--- config.mk ---
export PLATFORM = sky130hd
export DESIGN_NAME = ysyx_23060061_ifu
export DESIGN_NICKNAME = d
export VERILOG_FILES = /design/src/rtl/ysyx_23060061_ifu.sv
export SDC_FILE = /design/constraint.sdc
export NUM_CORES = 1
export LEC_CHECK = 0
export ABC_AREA = 0
export CAP_MARGIN = 10
export CORE_MARGIN = 2
export CORE_UTILIZATION = 51
export DETAILED_ROUTE_END_ITERATION = 10
export DONT_BUFFER_PORTS = 1
export GPL_ROUTABILITY_DRIVEN = 1
export PLACE_DENSITY = 0.7
export SYNTH_ARGS = -nofsm -noshare
export SYNTH_HDL_FRONTEND = slang
export SYNTH_SLANG_ARGS = --single-unit
--- constraint.sdc ---
create_clock -name clk -period 2.7 [get_ports clk]
set_clock_uncertainty 0.15 [all_clocks]
set_input_delay 0.135 -clock clk [delete_from_list [all_inputs] [get_ports clk]]
set_output_delay 0.135 -clock clk [all_outputs]
set_load 0.005 [all_outputs]
--- src/rtl/ysyx_23060061_ifu.sv ---
// Instruction fetch unit: owns the PC, issues one fetch at a time to
// instruction memory, and holds the fetched word until decode takes it.
// Redirects from execute override every transition. A request that is
// already in flight when a redirect arrives is marked for dropping.
module ysyx_23060061_ifu #(
  parameter int XLEN = 32,
  parameter logic [XLEN-1:0] RESET_PC = 32'h8000_0000
) (
  input  logic            clk,
  input  logic            rst,
  output logic            imem_req_valid,
  input  logic            imem_req_ready,
  output logic [XLEN-1:0] imem_req_addr,
  input  logic            imem_rsp_valid,
  input  logic [31:0]     imem_rsp_data,
  input  logic            imem_rsp_err,
  output logic            inst_valid,
  input  logic            inst_ready,
  output logic [31:0]     inst,
  output logic [XLEN-1:0] inst_pc,
  output logic            inst_fault,
  input  logic            redirect_valid,
  input  logic [XLEN-1:0] redirect_pc,
  output logic [31:0]     fetch_count
);

  typedef enum logic [1:0] {
    S_REQ  = 2'd0,
    S_WAIT = 2'd1,
    S_OUT  = 2'd2
  } state_t;

  state_t          state;
  state_t          state_next;
  logic            drop;
  logic            drop_next;
  logic [XLEN-1:0] pc;
  logic [XLEN-1:0] target_pc;
  logic            deliver;
  logic            retire;

  // Redirect targets are forced onto a word boundary.
  assign target_pc = redirect_pc & ~{{(XLEN-2){1'b0}}, 2'b11};

  // A response is only captured when it belongs to the current PC.
  assign deliver = (state == S_WAIT) && imem_rsp_valid && !drop && !redirect_valid;

  // The held instruction only counts as delivered if no redirect kills it.
  assign retire  = (state == S_OUT) && inst_ready && !redirect_valid;

  // State register together with the drop flag for an orphaned request.
  always_ff @(posedge clk) begin
    if (rst) begin
      state <= S_REQ;
      drop  <= 1'b0;
    end else begin
      state <= state_next;
      drop  <= drop_next;
    end
  end

  // Next-state logic; redirect takes precedence in every state.
  always_comb begin
    state_next = state;
    drop_next  = drop;
    case (state)
      S_REQ: begin
        if (imem_req_ready) begin
          state_next = S_WAIT;
          drop_next  = redirect_valid;
        end
      end
      S_WAIT: begin
        if (redirect_valid) begin
          if (imem_rsp_valid) begin
            state_next = S_REQ;
            drop_next  = 1'b0;
          end else begin
            drop_next  = 1'b1;
          end
        end else if (imem_rsp_valid) begin
          state_next = drop ? S_REQ : S_OUT;
          drop_next  = 1'b0;
        end
      end
      S_OUT: begin
        if (redirect_valid || inst_ready) begin
          state_next = S_REQ;
        end
      end
      default: begin
        state_next = S_REQ;
        drop_next  = 1'b0;
      end
    endcase
  end

  // Handshake outputs decoded from the state, held low during reset.
  always_comb begin
    imem_req_valid = !rst && (state == S_REQ);
    inst_valid     = !rst && (state == S_OUT);
    imem_req_addr  = pc;
  end

  // PC, output instruction register and delivered-instruction counter.
  always_ff @(posedge clk) begin
    if (rst) begin
      pc          <= RESET_PC;
      inst        <= 32'd0;
      inst_pc     <= '0;
      inst_fault  <= 1'b0;
      fetch_count <= 32'd0;
    end else begin
      if (redirect_valid) begin
        pc <= target_pc;
      end else if (retire) begin
        pc <= pc + XLEN'(4);
      end
      if (deliver) begin
        inst       <= imem_rsp_data;
        inst_fault <= imem_rsp_err;
        inst_pc    <= pc;
      end
      if (retire) begin
        fetch_count <= fetch_count + 32'd1;
      end
    end
  end

endmodule
==> results of run 1 <==
[registers in the layout, summed over array words and instances, names as in the netlist]
signal,flops
imem_req_addr,30
drop,1
fetch_count,32
inst,32
inst_pc,30
state,2
inst_fault,1
[synthesized netlist by cell type, drive strengths merged (2+ instances only)]
library cell  instances
nand2               155
dfxtp               128
a21oi                87
nor2                 48
clkbuf               39
nand3                30
or4                  24
nand4                19
o31ai                18
nor4                 17
buf                  15
o21ai                14
and4                 12
a211oi               11
or3                  11
a311oi               10
xor2                 10
mux2                  9
nor2b                 9
inv                   8
nor3                  8
xnor2                 7
nor3b                 5
and2                  4
and3                  4
ha                    2
mux2i                 2
nand2b                2
nand3b                2
o31a                  2
[layer usage]
metal	routed length (µm)	global-route usage (%)	up-vias
met4	443	11.58	0
met3	1244	9.111	41
met5	0	0	-
li1	-	-	2721
met1	6642	30.45	2656
met2	8076	44.17	212
[layout by cell type, fill, tap and decap left out, types with 14 or more instances in the layout]
cell and n:
nor4_1 16, nand2_1 155, nor2_1 48, o21ai_0 14
dfxtp_1 128, clkbuf_16 17, dlygate4sd3_1 87, o31ai_1 18
nand4_1 17, a21oi_1 87, or4_1 22, nand3_1 30
[worst max-delay path: stages (launching register included)]
cell and delay [ns]:
dfxtp_1 0.45, and4_1 0.37, nand4_2 0.36, o21ai_0 0.33
a311oi_1 0.15, dlygate4sd3_1 0.62
[power by group through the flow]
stage                     logic (mW)  registers, mW  clock network [mW]
after floorplan                0.165           2.04                   0
after detailed placement       0.156           2.07                   0
final                          0.291           2.03                2.20
after CTS                      0.286           2.03                2.23
after global routing           0.321           2.04                2.31
after global placement         0.149           2.06                   0
[cell type report]
class                      count  area, µm²  share of cell area (%)
multi-input combinational    537       2982                   40.69
tap                          140      175.2                   2.391
clock buffer                  22      484.2                   6.609
inverter                       8      30.03                  0.4098
clock inverter                 7      85.08                   1.161
timing repair buffer         101       1008                   13.76
sequential                   128       2562                   34.97
[cell families after synthesis]
kind of cell | after synthesis | share of synthesized area (%)
other cells | 1 | 0.06480
fa+ha+maj | 2 | 0.4324
simple gates | 354 | 30.77
buf+inv | 62 | 4.562
flops | 128 | 44.28
compound gates | 149 | 15.22
mux | 11 | 2.097
xor+xnor | 17 | 2.573
[worst max path at each step]
| stage | startpoint | endpoint | slack, ns | depth (start not counted) |
|---|---|---|---|---|
| final | imem_req_addr[10] | imem_req_addr[16] | 0.15 | 5 |
| after global routing | imem_req_addr[10] | imem_req_addr[20] | 0.04 | 6 |
| after CTS | state[1] | fetch_count[13] | 0.13 | 6 |
| after detailed placement | fetch_count[10] | fetch_count[24] | 0.40 | 4 |
| after global placement | fetch_count[10] | fetch_count[31] | 0.47 | 4 |
| after floorplan | fetch_count[10] | fetch_count[29] | 0.70 | 6 |
[per-stage QoR]
step / setup slack [ns] / instance area (µm²) / utilization, % / total power, mW
detailed placement: 0.3959 / 5852 / 53.51 / 2.221
global route: 0.03717 / 7327 / 67.00 / 4.669
floorplan: 0.6955 / 5798 / - / 2.206
CTS: 0.1268 / 7320 / 66.93 / 4.547
finish: 0.1520 / 7327 / 67.00 / 4.523
global placement: 0.4742 / 5852 / 53.51 / 2.212
[timing repair]
item,4_1_cts,5_1_grt
hold buffers,88,0
hold endpoints to repair,128,0
buffers inserted,0,1
setup endpoints to repair,0,1
==> impl_metrics.tcl, run 1 <==
set metrics [dict create \
    run_status "complete, no violations" \
    final_max_slew_viol_count 0 \
    hold_start "inst_ready" \
    worst-endpoint-required_ns 2.84 \
    finish.cell_count_without_fillers 943 \
    fin_crit_ns 2.548 \
    crit_path_max_fanout 16 \
    grt_antenna_before_repair 0 \
    remaining_drc_errors 0 \
    tritoncts "done" \
    wl_per_cell_um 17.40 \
    total_leakage_power_nw 2.549 \
    postSynthCellCount 724 \
    flow.area_growth_from_synthesis_pct 26.62 \
    vias 5630 \
    grtUsageTotal_pct 26.35 \
    proportion_of_power_drawn_by_combinational_gates_pct 6.4 \
    r2r_start "imem_req_addr[10]" \
    timing.reg2reg.worst_path_depth 5 \
    finalWeightedCongestion 0.8168 \
    initial_core_util_pct 52.92 \
    crit_type "flip-flop to flip-flop" \
    yosys_cell_types 49 \
    relSlewSlack_pct 35.34 \
    grt_first_pass_wirelength_um 26650 \
    routed_via_density 5.970 \
    synth_top_cell_area_share_pct 44.28 \
    ys_top_cells_by_area "dfxtp_1 (44%), nand2_1 (10%), a21oi_1 (7.5%), nor2_1 (3.1%), or4_1 (3.0%)" \
    syn_area_um2 5787 \
    die_height_um 110.5 \
    min_path_type "input pin to flip-flop" \
    final_min_period_over_clock_period_pct 94.37 \
    placedCellCount 825 \
    routed_wl_um 16410 \
    power.density_cell_area_nw_per_um2 617.3 \
    synth-seq-area-share_pct 44.28 \
    clock_insertion_delay_worst_skew_ns 0.42 \
    pwr-share-seq_pct 44.9 \
    number_of_synthesized_flops_with_an_enable_pin 0 \
    ys_async_sr_fraction_pct 0 \
    hold_ep "imem_req_addr[2]" \
    tritoncts.num_buffers 17 \
    grt_max_degree 133 \
    postSynthAreaPerCell_um2 7.993 \
    layout-drive-gt1-share_pct 7.223 \
    r2r_path_end "imem_req_addr[16]" \
    number_of_buffer_cells_added_on_primary_ports 0 \
    drt_pass1_iterations 4 \
    synth-seq-cells 128 \
    std_cell_rows 38 \
    clock_sinks 128 \
    final_report_hold_violation_count 0 \
    worst_slew_pin_slew_ns 0.9668 \
    worstPathArrival_ns 2.69 \
    number_of_max_cap_violations 0 \
    postCtsResizedCells 0 \
    die_span_x_um 110.5 \
    grt_remaining_overflow 0 \
    fillCellCount 882 \
    place_hpwl_um 9824 \
    drc_violation_total_after_the_first_tritonroute_iteration 403 \
    final_hold_slack_ns 0.01108 \
    ios 202 \
    internal_power_mw 3.523 \
    design.die.area_um2 12210 \
    ctsRootBufferMaster "clkbuf_16" \
    fin_tns_setup_ns 0 \
    switching_share_pct 22.10 \
    power_frac_clock_pct 48.7 \
    whs_path_depth 3 \
    final_setup_viols 0 \
    switchingPower_mw 0.9997 \
    cts.reportedPaths.clkPinSlew_ns 0.06 \
    floorplan.core_area_um2 10940 \
    clockBufferDepth 2 \
    drtAntennaViolNets 0 \
    insertedDiodeCount 0 \
    number_of_global_route_vias_before_repair 5451 \
    yosys.area.top_type "dfxtp_1" \
    vdd_drop_max_mv 0.4680 \
    worstSetupStartpointType "flip-flop" \
    synth-main-ff-cell "dfxtp_1" \
    fmax_ghz 0.3925 \
    htreeDepth 4 \
    ff2ff_setup_slack_ns 0.15 \
    unrepaired_setup_endpoints_after_global_routing "no" \
    sort_of_element_at_the_end_of_the_critical_path "flip-flop" \
    layout.nets 866 \
    synthesis.yosys.warnings 0 \
]
Power figures use the tool's default switching activity.
==> run 2: changes to the inputs <==
PLACE_DENSITY = 0.73   (was 0.7)
clock period = 2.2 ns   (was 2.7 ns; I/O delays follow)
==> impl_metrics.tcl, run 2 (same netlist as run 1, synthesis figures left out) <==
set metrics [dict create \
    dr_top_layer "met4" \
    grt_max_degree 104 \
    finalWeightedCongestion 0.8454 \
    final_min_period_over_clock_period_pct 99.49 \
    initial_core_util_pct 52.92 \
    cell_at_the_slowest_stage_of_the_critical_path "or3_1" \
    final_report_hold_violation_count 0 \
    worstPathArrival_ns 2.35 \
    layout-drive-gt1-share_pct 12.53 \
    ctsRootBufferMaster "clkbuf_16" \
    final.setup.worst_slack_ns 0.01121 \
    design.die.area_um2 12210 \
    relSlewSlack_pct 61.23 \
    detailroute.wirelength.met3_um 1705 \
    critical_path.max_stage_delay_ns 0.45 \
    pwr-share-seq_pct 42.1 \
    total_leakage_power_nw 2.867 \
    fillCellCount 791 \
    switching_share_pct 23.12 \
    run_status "complete, no violations" \
    die_height_um 110.5 \
    routedLengthMet1_um 7063 \
    number_of_buffer_cells_added_on_primary_ports 0 \
    proportion_of_power_drawn_by_combinational_gates_pct 7.4 \
    power.density_cell_area_nw_per_um2 738.9 \
    clock_insertion_delay_worst_skew_ns 0.42 \
    final_max_slew_viol_count 0 \
    min_path_type "input pin to flip-flop" \
    tritoncts "done" \
    biggestRegsByFlops "fetch_count: 32 flops, inst: 32 flops" \
    wl_per_cell_um 18.45 \
    remaining_drc_errors 0 \
    grt_first_pass_wirelength_um 30190 \
    mostFrequentLayoutCells "nand2_1 (155), dfxtp_1 (126), dlygate4sd3_1 (105)" \
    final_setup_viols 0 \
    crit_path_max_fanout 6 \
    power_frac_clock_pct 50.5 \
    internal_power_mw 4.493 \
    grt_antenna_before_repair 1 \
    cts.reportedPaths.clkPinSlew_ns 0.06 \
    routed_via_density 6.028 \
    path_cells "ha_1, nand2_1, or3_1, nor4_2, mux2_2" \
    grtUsageTotal_pct 29.83 \
    worst_slew_pin_slew_ns 0.5797 \
    fmax_ghz 0.4569 \
    floorplan.core_area_um2 10940 \
    report.power.total_mw 5.844 \
    std_cell_rows 38 \
    placement.setup.worst_slack_ns 0.06239 \
    flow.area_growth_from_synthesis_pct 36.67 \
    grt_remaining_overflow 0 \
    clockBufferDepth 2 \
    number_of_max_cap_violations 0 \
    layout.nets 923 \
    drt_pass1_iterations 6 \
    tritoncts.num_buffers 17 \
    mostFrequentLayoutCell "nand2_1" \
    routed_wl_um 18530 \
    vdd_drop_max_mv 0.5625 \
    clock_sinks 128 \
    place_hpwl_um 10440 \
    switchingPower_mw 1.351 \
    unrepaired_setup_endpoints_after_global_routing "yes" \
    vias 6052 \
    ios 202 \
    worst-endpoint-required_ns 2.36 \
    crit_type "flip-flop to flip-flop" \
    met2_routed_wirelength_um 9048 \
    fin_crit_ns 2.189 \
    die_span_x_um 110.5 \
    worstSetupStartpointType "flip-flop" \
    number_of_global_route_vias_before_repair 6158 \
    sort_of_element_at_the_end_of_the_critical_path "flip-flop" \
    drc_violation_total_after_the_first_tritonroute_iteration 496 \
    drtAntennaViolNets 0 \
    htreeDepth 4 \
]
## run 2: cell types whose count changed in the layout (fill, tap and decap cells not counted), sizes merged, moves of 3 or more
| cell | delta |
|---|---|
| clkinvlp | +3 |
| buf | +39 |
| clkbuf | -5 |
| dlygate4sd3 | +18 |
## run 2: power by group through the flow
stage | logic, mW | registers, mW | clock network [mW]
3_3_place_gp | 0.241 | 2.51 | 0
6_report | 0.432 | 2.46 | 2.95
3_5_place_dp | 0.250 | 2.51 | 0
2_1_floorplan | 0.202 | 2.51 | 0
4_1_cts | 0.416 | 2.46 | 2.96
5_1_grt | 0.471 | 2.47 | 3.09
## run 2: final cells by class
class	instances	area, µm²	area share [%]
clock inverter	14	192.7	2.436
inverter	8	30.03	0.3797
sequential	128	2565	32.43
multi-input combinational	537	3030	38.32
tap	140	175.2	2.215
antenna	2	5.005	0.06328
clock buffer	17	425.4	5.379
timing repair buffer	158	1485	18.78
## run 2: per-stage QoR
stage | instances | hold WS (ns) | TNS (ns) | util, % | cell area, µm²
after floorplan | 727 | 0.09597 | 0 | - | 5798
after global placement | 864 | 0.03938 | 0 | 56.19 | 6145
after detailed placement | 864 | 0.04440 | 0 | 56.19 | 6145
after CTS | 1001 | 0.004973 | 0 | 71.70 | 7841
after global routing | 1004 | 0.04854 | -0.03766 | 72.32 | 7909
final | 1004 | 0.01725 | 0 | 72.32 | 7909
## run 2: critical path: cells and delay by family, from the launching register on
family	cells	cell delay [ns]
adders and majority gates	1	0.24
DFF	1	0.44
and+or+nand+nor	3	0.84
muxes	1	0.40
## run 2: metal layers
metal	GRT usage [%]	vias up
li1	-	2832
met1	33.12	2842
met2	49.86	309
met3	11.25	69
met4	15.25	0
met5	0	-
## run 2: worst paths after layout
check            startpoint                end  slack (ns)  cells past startpoint
max          fetch_count[1]    fetch_count[28]        0.01                      5
min          redirect_valid  imem_req_addr[24]        0.02                      3
max reg2reg  fetch_count[1]    fetch_count[28]        0.01                      5
min reg2reg     inst_pc[18]        inst_pc[18]        0.32                      2
## run 2: repair_timing
item / in CTS / in global routing
setup endpoints to repair: 0 / 24
hold buffers: 106 / 0
setup buffers: 0 / 1
resized for setup: 0 / 12
hold endpoints to repair: 128 / 0
